**config.mk**
```make
export PLATFORM = sky130hd
export DESIGN_NAME = uart_rx
export DESIGN_NICKNAME = d
export VERILOG_FILES = /design/src/rtl/uart_rx.sv
export SDC_FILE = /design/constraint.sdc
export NUM_CORES = 1
export LEC_CHECK = 0
export ABC_AREA = 1
export BUFFER_PORTS_ARGS = -buffer_cell sky130_fd_sc_hd__buf_2
export CAP_MARGIN = 10
export CORE_MARGIN = 8
export CORE_UTILIZATION = 40
export DETAILED_ROUTE_END_ITERATION = 10
export GPL_ROUTABILITY_DRIVEN = 0
export SETUP_SLACK_MARGIN = 0.05
export SLEW_MARGIN = 10
export SYNTH_ARGS = -nofsm -noshare
export SYNTH_HDL_FRONTEND = slang
export SYNTH_SLANG_ARGS = --single-unit
```
**constraint.sdc**
```tcl
create_clock -name clk -period 1.7 [get_ports clk]
set_clock_uncertainty 0.15 [all_clocks]
set_input_delay 0.34 -clock clk [delete_from_list [all_inputs] [get_ports clk]]
set_output_delay 0.34 -clock clk [all_outputs]
set_load 0.01 [all_outputs]
```
**src/rtl/uart_rx.sv**
```systemverilog
// 8N1 UART receiver with synchronised input, mid-bit sampling and a valid/ready byte output.
// Define UART_RX_PARITY_EN to receive 8E1 frames and drive parity_err.
module uart_rx #(
  parameter int unsigned CLKS_PER_BIT = 868,
  parameter int unsigned SYNC_STAGES  = 2
) (
  input  logic       clk,
  input  logic       rst,
  input  logic       rx,
  output logic [7:0] data,
  output logic       valid,
  input  logic       ready,
  output logic       frame_err,
  output logic       overrun,
  output logic       parity_err,
  output logic       busy
);

  localparam int unsigned CW = $clog2(CLKS_PER_BIT);
  localparam logic [CW-1:0] HALF_M1 = CW'(CLKS_PER_BIT / 2 - 1);
  localparam logic [CW-1:0] FULL_M1 = CW'(CLKS_PER_BIT - 1);

  typedef enum logic [2:0] {
    S_IDLE,
    S_START,
    S_DATA,
    S_PARITY,
    S_STOP,
    S_BREAK
  } state_t;

  logic [SYNC_STAGES-1:0] sync_q;
  logic                   rxs;

  state_t        state_q, state_d;
  logic [CW-1:0] cnt_q, cnt_d;
  logic [2:0]    idx_q, idx_d;
  logic [7:0]    shift_q, shift_d;
  logic [7:0]    data_q, data_d;
  logic          valid_q, valid_d;
  logic          fe_q, fe_d;
  logic          ov_q, ov_d;
  logic          par_bad;
`ifdef UART_RX_PARITY_EN
  logic          par_q, par_d;
  logic          pe_q, pe_d;
`endif

  always_ff @(posedge clk or negedge rst) begin
    if (!rst) sync_q <= '1;
    else      sync_q <= {sync_q[SYNC_STAGES-2:0], rx};
  end

  assign rxs = sync_q[SYNC_STAGES-1];

`ifdef UART_RX_PARITY_EN
  assign par_bad = ^{shift_q, par_q};
`else
  assign par_bad = 1'b0;
`endif

  always_comb begin
    state_d = state_q;
    cnt_d   = cnt_q;
    idx_d   = idx_q;
    shift_d = shift_q;
    data_d  = data_q;
    valid_d = valid_q;
    fe_d    = 1'b0;
    ov_d    = 1'b0;
`ifdef UART_RX_PARITY_EN
    par_d   = par_q;
    pe_d    = 1'b0;
`endif

    if (valid_q && ready) valid_d = 1'b0;

    case (state_q)
      S_IDLE: begin
        if (!rxs) begin
          state_d = S_START;
          cnt_d   = '0;
        end
      end
      S_START: begin
        if (cnt_q == HALF_M1) begin
          cnt_d = '0;
          if (rxs) begin
            state_d = S_IDLE;
          end else begin
            state_d = S_DATA;
            idx_d   = '0;
          end
        end else begin
          cnt_d = cnt_q + 1'b1;
        end
      end
      S_DATA: begin
        if (cnt_q == FULL_M1) begin
          cnt_d   = '0;
          shift_d = {rxs, shift_q[7:1]};
          idx_d   = idx_q + 3'd1;
          if (idx_q == 3'd7) begin
`ifdef UART_RX_PARITY_EN
            state_d = S_PARITY;
`else
            state_d = S_STOP;
`endif
          end
        end else begin
          cnt_d = cnt_q + 1'b1;
        end
      end
`ifdef UART_RX_PARITY_EN
      S_PARITY: begin
        if (cnt_q == FULL_M1) begin
          cnt_d   = '0;
          par_d   = rxs;
          state_d = S_STOP;
        end else begin
          cnt_d = cnt_q + 1'b1;
        end
      end
`endif
      S_STOP: begin
        if (cnt_q == FULL_M1) begin
          cnt_d = '0;
          if (rxs) begin
            state_d = S_IDLE;
            if (par_bad) begin
`ifdef UART_RX_PARITY_EN
              pe_d = 1'b1;
`endif
            end else begin
              // A commit alongside a handshake replaces the byte without overrun.
              data_d  = shift_q;
              valid_d = 1'b1;
              ov_d    = valid_q && !ready;
            end
          end else begin
            fe_d    = 1'b1;
`ifdef UART_RX_PARITY_EN
            pe_d    = par_bad;
`endif
            state_d = S_BREAK;
          end
        end else begin
          cnt_d = cnt_q + 1'b1;
        end
      end
      S_BREAK: begin
        if (rxs) state_d = S_IDLE;
      end
      default: state_d = S_IDLE;
    endcase
  end

  always_ff @(posedge clk or negedge rst) begin
    if (!rst) begin
      state_q <= S_IDLE;
      cnt_q   <= '0;
      idx_q   <= '0;
      shift_q <= '0;
      data_q  <= '0;
      valid_q <= 1'b0;
      fe_q    <= 1'b0;
      ov_q    <= 1'b0;
`ifdef UART_RX_PARITY_EN
      par_q   <= 1'b0;
      pe_q    <= 1'b0;
`endif
    end else begin
      state_q <= state_d;
      cnt_q   <= cnt_d;
      idx_q   <= idx_d;
      shift_q <= shift_d;
      data_q  <= data_d;
      valid_q <= valid_d;
      fe_q    <= fe_d;
      ov_q    <= ov_d;
`ifdef UART_RX_PARITY_EN
      par_q   <= par_d;
      pe_q    <= pe_d;
`endif
    end
  end

  assign data      = data_q;
  assign valid     = valid_q;
  assign frame_err = fe_q;
  assign overrun   = ov_q;
  assign busy      = (state_q != S_IDLE);
`ifdef UART_RX_PARITY_EN
  assign parity_err = pe_q;
`else
  assign parity_err = 1'b0;
`endif

endmodule

```
==> results of run 1 <==
## worst paths after layout
kind / startpoint / end / slack, ns / cells past startpoint
min reg2reg: sync_q[0]$_DFF_PN1_ / sync_q[1]$_DFF_PN1_ / 0.21 / 0
max in group asynchronous: rst / sync_q[0]$_DFF_PN1_ / 0.76 / 3
max: cnt_q[1]$_DFFE_PN0P_ / idx_q[0]$_DFFE_PN0P_ / 0.08 / 9
max reg2reg: cnt_q[1]$_DFFE_PN0P_ / idx_q[0]$_DFFE_PN0P_ / 0.08 / 9
min in group asynchronous: rst / cnt_q[2]$_DFFE_PN0P_ / 0.38 / 3
min: ready / overrun$_DFF_PN0_ / 0.15 / 4
## routing by layer
layer	up-vias	global-route usage, %
li1	902	-
met1	830	16.50
met2	48	21.03
met3	5	3.019
met4	0	5.164
met5	-	0
## timing repair
action / in CTS / in global routing
gates cloned: 2 / 0
gates resized for setup: 1 / 32
setup endpoints to repair: 24 / 29
pin swaps: 3 / 8
hold endpoints to repair: 36 / 0
buffers inserted: 2 / 6
hold buffers: 2 / 0
## per-stage QoR
stage / hold slack, ns / utilization, %
4_1_cts: 0.1374 / 49.15
2_1_floorplan: -0.1056 / -
5_1_grt: 0.1442 / 52.39
6_report: 0.1481 / 52.39
3_3_place_gp: 0.1709 / 46.05
3_5_place_dp: 0.1754 / 46.05
## power breakdown
part / switching [mW] / internal [mW] / leakage, nW
Clock: 0.349 / 0.291 / 0.0481
Sequential: 0.00181 / 0.884 / 0.493
Combinational: 0.0216 / 0.0112 / 0.832
## cells in the mapped netlist, drive strengths merged
master / n / area share (%)
a21oi: 2 / 0.50
buf: 4 / 1.7
conb: 1 / 0.19
dfrtp: 35 / 43
dfstp: 2 / 2.6
ha: 4 / 2.5
inv: 35 / 6.5
nand2: 81 / 16
nand3: 26 / 6.7
nand4: 10 / 3.1
nor2: 28 / 5.6
nor3: 2 / 1.1
o211ai: 1 / 0.37
o21ai: 20 / 7.9
or2: 1 / 0.31
xor2: 3 / 1.3
## layout make-up
class / count / area [sq um] / share of cell area, %
multi-input combinational: 181 / 1049 / 40.21
sequential: 37 / 930.9 / 35.70
timing repair buffer: 41 / 315.3 / 12.09
inverter: 35 / 133.9 / 5.134
tap: 70 / 87.58 / 3.359
clock buffer: 5 / 68.82 / 2.639
clock inverter: 3 / 22.52 / 0.8637
## logic make-up after synthesis
| group | synth area share, % |
|---|---|
| compound gates | 8.808 |
| fa+ha+maj | 2.481 |
| other cells | 0.1859 |
| flops | 46.03 |
| simple gates | 32.94 |
| xor+xnor | 1.303 |
| buf+inv | 8.251 |
## state kept, by name, summed over array words and instances, names as in the netlist
register,cells
cnt_q,10
data,8
frame_err,1
idx_q,3
overrun,1
shift_q,8
state_q,3
sync_q,2
valid,1
## critical path: stages (launching register included)
cell and delay, ns:
dfrtp_1 0.41, ha_4 0.15, inv_2 0.03, nor2_1 0.07, nand2_1 0.09, nor3_4 0.17, buf_12 0.16, nand2_8 0.07
or2_0 0.20, nand2_1 0.05
==> results.yml, run 1 <==
outcome:
  status: "finished clean"
synth:
  syn-instance-count: 255
  syn_avg_cell_area_sq_um: 7.910
  syn-cell-area_sq_um: 2017
  ys_types: 26
  yosys_warnings: 0
  ys_ff_latch: 37
  synth_fp_nets: 263
  seq_area_frac_synth_pct: 46.03
die:
  start_util_pct: 40.52
  fp.dieW_um: 87.01
  fp.dieH_um: 87.01
  ios: 17
  rows: 26
  die-area_sq_um: 7571
  core_sq_um: 4977
timing:
  grt_setup_unrepaired: "true"
  setup_viol: 0
  final.setup.tns_ns: 0
  final_hold_viol_count: 0
  final_max_slew_viol_count: 0
  fin_ws_ns: 0.08044
  fmax_ghz: 0.6175
  post-route-min-period_ns: 1.620
  fin_crit_sh_pct: 95.27
global_route:
  overflow: 0
  grt_first_pass_wirelength_um: 7886
  grt_usage_pct: 13.09
  grt_max_degree: 38
  antenna_found_initial: 0
  grt_pass1_vias: 1747
drt:
  wl_met3_um: 247
  vias: 1785
  drt_iter0_drc: 137
  drcViolationCount: 0
  routed_wl_um: 4599
  top_layer_used: "met4"
  firstDrtPassIters: 4
  met2_length_um: 2277
  m1WireLength_um: 2021
  ant_nets: 0
  avgViaCountPerCell: 4.798
  wire_per_inst_um: 12.36
clocking:
  cts_sinks: 37
  cts-root-buf: "clkbuf_8"
  cts_tree: "done"
  cts_buffers: 5
  cts_buffer_depth: 2
  clk_pin_slew_ns: 0.08
  htreeDepth: 2
  insertion_delay_ns: 0.30
placed_design:
  place_area_sq_um: 2292
  dp_hpwl_um: 3099
  dp_slack_ns: -0.05662
  io_buffers: 15
  dp_cells: 352
critical_path:
  critPathCaptureType: "flop"
  cp.required_ns: 1.79
  start_kind: "flop"
  arrival_ns: 1.71
  path_class: "reg -> reg"
  crit_fanout: 8
layout:
  design.final.nets: 309
  postLayoutCellArea_sq_um: 2608
  layout_commonest_cell: "nand2_1"
  drive_gt1_share_pct: 33.11
  fin_cells: 372
  diodes: 0
  num-fill-cells: 477
  syn_to_final_growth_pct: 29.28
  layout_common_cells: "70 x nand2_1, 33 x dfrtp_1, 29 x inv_1"
run:
  max_cap_violations: 0
power:
  total_power_mw: 1.558
  p_leak_nw: 1.373
  p_per_area_nw_per_um2: 597.5
  peakVddDrop_v: 0.0004920
worst_hold_path:
  hp-class: "in -> reg"
(Power assumes the default switching activity.)
==> run 2, diff against run 1 <==
BUFFER_PORTS_ARGS = -buffer_cell sky130_fd_sc_hd__buf_4   (was -buffer_cell sky130_fd_sc_hd__buf_2)
==> run 2 against run 1 <==
Routed wire length fell by 4.8%. Cell count fell by 0.81%. Via count fell by 2.7%. Sequential share of layout area fell by 0.69 points. Final area rose by 1.8%. Critical endpoint is now busy. Highest routed layer unchanged.
==> results.yml, run 2 (same netlist as run 1, synthesis figures left out) <==
timing:
  fin_crit_sh_pct: 95.79
  fmax_ghz: 0.6141
  final_max_slew_viol_count: 0
  final_hold_viol_count: 0
  setup_viol: 0
  post-route-min-period_ns: 1.629
  grt_setup_unrepaired: "true"
clocking:
  cts_sinks: 37
  clk_pin_slew_ns: 0.07
  insertion_delay_ns: 0.29
  cts_tree: "done"
  htreeDepth: 2
  cts_buffers: 5
  cts-root-buf: "clkbuf_8"
  cts_buffer_depth: 2
critical_path:
  worst_path_largest_cell_delay_ns: 0.45
  crit_path_start: "state_q[2]$_DFFE_PN0P_"
  cp_slowest_cell: "dfrtp_1"
  start_kind: "flop"
  path_class: "reg -> out"
  worstReg2RegStart: "cnt_q[1]$_DFFE_PN0P_"
  critPathCaptureType: "output port"
  arrival_ns: 1.14
  worstPathCellList: "inv_2 -> nand2_1 -> buf_4"
  cp.required_ns: 1.21
  crit_fanout: 7
drt:
  wire_per_inst_um: 11.86
  drt_iter0_drc: 120
  ant_nets: 0
  avgViaCountPerCell: 4.705
  firstDrtPassIters: 4
  vias: 1736
  routed_wl_um: 4377
  drcViolationCount: 0
die:
  fp.dieH_um: 87.01
  die-area_sq_um: 7571
  rows: 26
  ios: 17
  start_util_pct: 40.52
  fp.dieW_um: 87.01
  core_sq_um: 4977
power:
  pwr-share-seq_pct: 52.6
  comb_power_share_pct: 1.8
  peakVddDrop_v: 0.0004621
  p_leak_nw: 1.338
  intPower_mw: 1.333
  sw_frac_of_total_pct: 20.79
  clock_power_share_pct: 45.6
  p_per_area_nw_per_um2: 633.6
  switching_power_mw: 0.3497
layout:
  design.final.nets: 306
  layout_common_cells: "69 x nand2_1, 34 x dfrtp_1, 34 x buf_4"
  syn_to_final_growth_pct: 31.64
  largest-register: "cnt_q"
  postLayoutCellArea_sq_um: 2655
  fin_util_pct: 53.34
  fin_cells: 369
  drive_gt1_share_pct: 33.44
  layout_commonest_cell: "nand2_1"
  diodes: 0
  largest_register_ffs: 10
placed_design:
  io_buffers: 15
  dp_hpwl_um: 3037
  dp_cells: 351
  place_area_sq_um: 2310
run:
  max_cap_violations: 0
global_route:
  antenna_found_initial: 0
  overflow: 0
  grt_max_degree: 38
  grt_usage_pct: 12.77
  grt_first_pass_wirelength_um: 7679
  grt_pass1_vias: 1726
worst_hold_path:
  hp-class: "in -> reg"
  hold_start: "ready"
outcome:
  status: "finished clean"
==> run 2: cell count changes in the layout (fill, tap and decap cells not counted), moves of 2 or more <==
| cell | delta |
|---|---|
| buf_2 | -15 |
| nor2_1 | -2 |
| buf_12 | -2 |
| buf_4 | +16 |
| nand3_1 | -2 |
==> run 2: critical path: cells and delay by family (launching register included) <==
family	cells	cell delay (ns)
buffers and inverters	2	0.31
flip-flops	1	0.45
AND/OR/NAND/NOR	1	0.10
==> run 2: area by class of cell <==
class	count	area [sq um]
multi-input combinational	180	1081
fill	465	2322
clock inverter	2	38.79
tap	70	87.58
timing repair buffer	39	309.0
inverter	35	136.4
clock buffer	6	72.57
sequential	37	929.6
==> run 2: path summary, 6_finish.rpt <==
path | slack (ns) | cells past startpoint | end
min reg2reg | 0.21 | 0 | sync_q[1]$_DFF_PN1_
max | 0.07 | 3 | busy
max in group asynchronous | 0.64 | 2 | state_q[0]$_DFFE_PN0P_
max reg2reg | 0.11 | 9 | idx_q[0]$_DFFE_PN0P_
min | 0.15 | 4 | overrun$_DFF_PN0_
min in group asynchronous | 0.41 | 2 | shift_q[5]$_DFFE_PN0P_
==> run 2: power by group through the flow <==
stage / clock network (mW) / registers, mW / logic [mW]
floorplan: 0 / 0.903 / 0.00508
global placement: 0 / 0.903 / 0.0272
detailed placement: 0 / 0.903 / 0.0279
CTS: 0.794 / 0.885 / 0.0316
global route: 0.833 / 0.886 / 0.0363
finish: 0.767 / 0.886 / 0.0296
==> run 2: per-layer routing <==
metal	global-route usage, %	up-vias	share of wire (%)
li1	-	897	-
met1	15.32	806	47
met2	21.51	27	48
met3	3.396	6	3.5
met4	4.225	0	1.2
met5	0	-	0
==> run 2: metrics by stage <==
| stage | setup WS [ns] | hold slack (ns) | total power [mW] | TNS, ns |
|---|---|---|---|---|
| after floorplan | -0.002177 | -0.1056 | 0.9077 | -0.003524 |
| after global placement | 0.009360 | 0.1878 | 0.9299 | 0 |
| after detailed placement | -0.03436 | 0.1952 | 0.9306 | -0.1183 |
| after CTS | 0.07236 | 0.1491 | 1.711 | 0 |
| after global routing | -0.01257 | 0.1664 | 1.755 | -0.02218 |
| final | 0.07150 | 0.1549 | 1.682 | 0 |
==> run 2: repair_timing <==
item | 4_1_cts | 5_1_grt
gates cloned | 1 | 0
endpoints found under the hold margin | 36 | 0
pin swaps | 2 | 13
gates resized for setup | 3 | 37
buffers inserted | 5 | 2
hold buffers | 2 | 0
setup endpoints to repair | 24 | 31
==> run 3, diff against run 2 <==
==> constraint.sdc (replaced) <==
create_clock -name clk -period 1.7 [get_ports clk]
set_clock_uncertainty 0.15 [all_clocks]
set_input_delay 0 -clock clk [delete_from_list [all_inputs] [get_ports clk]]
set_output_delay 0 -clock clk [all_outputs]
set_load 0.01 [all_outputs]
==> run 3 against run 2 <==
Critical path depth grew 6. Maximum frequency is 2.4% higher. Combinational power up 6%. Clock power barely moved. Worst hold slack got worse by 0.10 ns. Routed wire length grew 0.53%. Via count up 0.40%. Register-to-register slack barely moved. First-iteration DRC count up 15%. Non-clock buffer count unchanged. Total power up 0.18%. Largest power group unchanged.
==> results.yml, run 3 (same netlist as run 1, synthesis figures left out) <==
placed_design:
  dp_slack_ns: -0.03436
  io_buffers: 15
  dp_hpwl_um: 3037
  place_area_sq_um: 2310
die:
  core_sq_um: 4977
  fp.dieW_um: 87.01
  ios: 17
  fp.dieH_um: 87.01
  rows: 26
  start_util_pct: 40.52
  die-area_sq_um: 7571
timing:
  grt_setup_unrepaired: "true"
  final_hold_viol_count: 0
  setup_viol: 0
  final_max_slew_viol_count: 0
  fin_ws_ns: 0.1096
  fin_crit_sh_pct: 93.55
  post-route-min-period_ns: 1.590
  fmax_ghz: 0.6288
drt:
  ant_nets: 0
  avgViaCountPerCell: 4.724
  routed_wl_um: 4400
  vias: 1743
  wire_per_inst_um: 11.92
  drt_iter0_drc: 138
  drcViolationCount: 0
  firstDrtPassIters: 4
worst_hold_path:
  hp-class: "in -> async"
clocking:
  cts_buffers: 5
  cts_sinks: 37
  cts-root-buf: "clkbuf_8"
  cts_buffer_depth: 2
  htreeDepth: 2
  clk_pin_slew_ns: 0.08
  insertion_delay_ns: 0.29
  cts_tree: "done"
layout:
  syn_to_final_growth_pct: 31.08
  layout_commonest_cell: "nand2_1"
  largest_register_ffs: 10
  drive_gt1_share_pct: 32.11
  diodes: 0
  largest-register: "cnt_q"
  postLayoutCellArea_sq_um: 2644
  layout_common_cells: "69 x nand2_1, 35 x dfrtp_1, 33 x buf_4"
  design.final.nets: 306
  num-fill-cells: 473
power:
  p_leak_nw: 1.335
  p_per_area_nw_per_um2: 637.5
  total_power_mw: 1.685
  peakVddDrop_v: 0.0004631
outcome:
  status: "finished clean"
global_route:
  grt_first_pass_wirelength_um: 7679
  grt_max_degree: 38
  overflow: 0
  grt_pass1_vias: 1724
  grt_usage_pct: 12.77
  antenna_found_initial: 0
critical_path:
  cp.required_ns: 1.78
  arrival_ns: 1.67
  crit_fanout: 8
  critPathCaptureType: "flop"
  start_kind: "flop"
  reg2reg_depth: 9
  path_class: "reg -> reg"
run:
  max_cap_violations: 0
## run 3: cell count changes in the layout (fill, tap and decap cells not counted), sizes merged
cell,delta
buf,-1
dlygate4sd3,+1
## run 3: stage by stage
stage	utilization [%]	setup TNS, ns	hold slack [ns]	cells
floorplan	-	-0.003524	-0.4456	255
global placement	46.41	0	-0.1523	351
detailed placement	46.41	-0.1183	-0.1448	351
CTS	50.03	0	0.08034	367
global route	53.12	-0.01026	0.1319	369
finish	53.12	0	0.05424	369
## run 3: repair_timing
| action | 4_1_cts | 5_1_grt |
|---|---|---|
| setup buffers | 4 | 2 |
| endpoints found under the setup margin | 23 | 30 |
| pin swaps | 2 | 12 |
| gates resized for setup | 1 | 35 |
| gates cloned | 1 | 0 |
| hold buffers | 3 | 0 |
| hold endpoints to repair | 40 | 0 |
## run 3: worst max-delay path: stages, from the launching register on
cell and delay (ns):
dfrtp_1 0.41, ha_4 0.15, inv_2 0.03, nor2_1 0.07
nand2_1 0.08, nor3_4 0.12, buf_6 0.18, nand2_8 0.08
or2_0 0.20, nand2_1 0.06
## run 3: final cells by class
| type | count | area [sq um] | share of cell area [%] |
|---|---|---|---|
| clock buffer | 6 | 72.57 | 2.745 |
| clock inverter | 2 | 38.79 | 1.467 |
| inverter | 35 | 136.4 | 5.159 |
| multi-input combinational | 180 | 1069 | 40.42 |
| sequential | 37 | 928.4 | 35.12 |
| tap | 70 | 87.58 | 3.313 |
| timing repair buffer | 39 | 311.5 | 11.78 |
## run 3: path summary, 6_finish.rpt
kind | from | endpoint | slack, ns
min reg2reg | sync_q[0]$_DFF_PN1_ | sync_q[1]$_DFF_PN1_ | 0.21
min | rst | state_q[1]$_DFFE_PN0P_ | 0.05
max reg2reg | cnt_q[1]$_DFFE_PN0P_ | idx_q[0]$_DFFE_PN0P_ | 0.11
min in group clk | sync_q[0]$_DFF_PN1_ | sync_q[1]$_DFF_PN1_ | 0.21
max | cnt_q[1]$_DFFE_PN0P_ | idx_q[0]$_DFFE_PN0P_ | 0.11
max in group asynchronous | rst | sync_q[1]$_DFF_PN1_ | 0.98
## run 3: report_power, final
| part | switching [mW] | internal [mW] |
|---|---|---|
| Sequential | 0.00181 | 0.884 |
| Combinational | 0.0216 | 0.00983 |
| Clock | 0.328 | 0.441 |
## run 3: per-layer routing
layer / GRT usage (%) / share of wire, % / vias to the layer above
li1: - / - / 896
met1: 15.32 / 47 / 814
met2: 21.51 / 48 / 27
met4: 4.225 / 1.2 / 0
met5: 0 / 0 / -
met3: 3.396 / 3.3 / 6
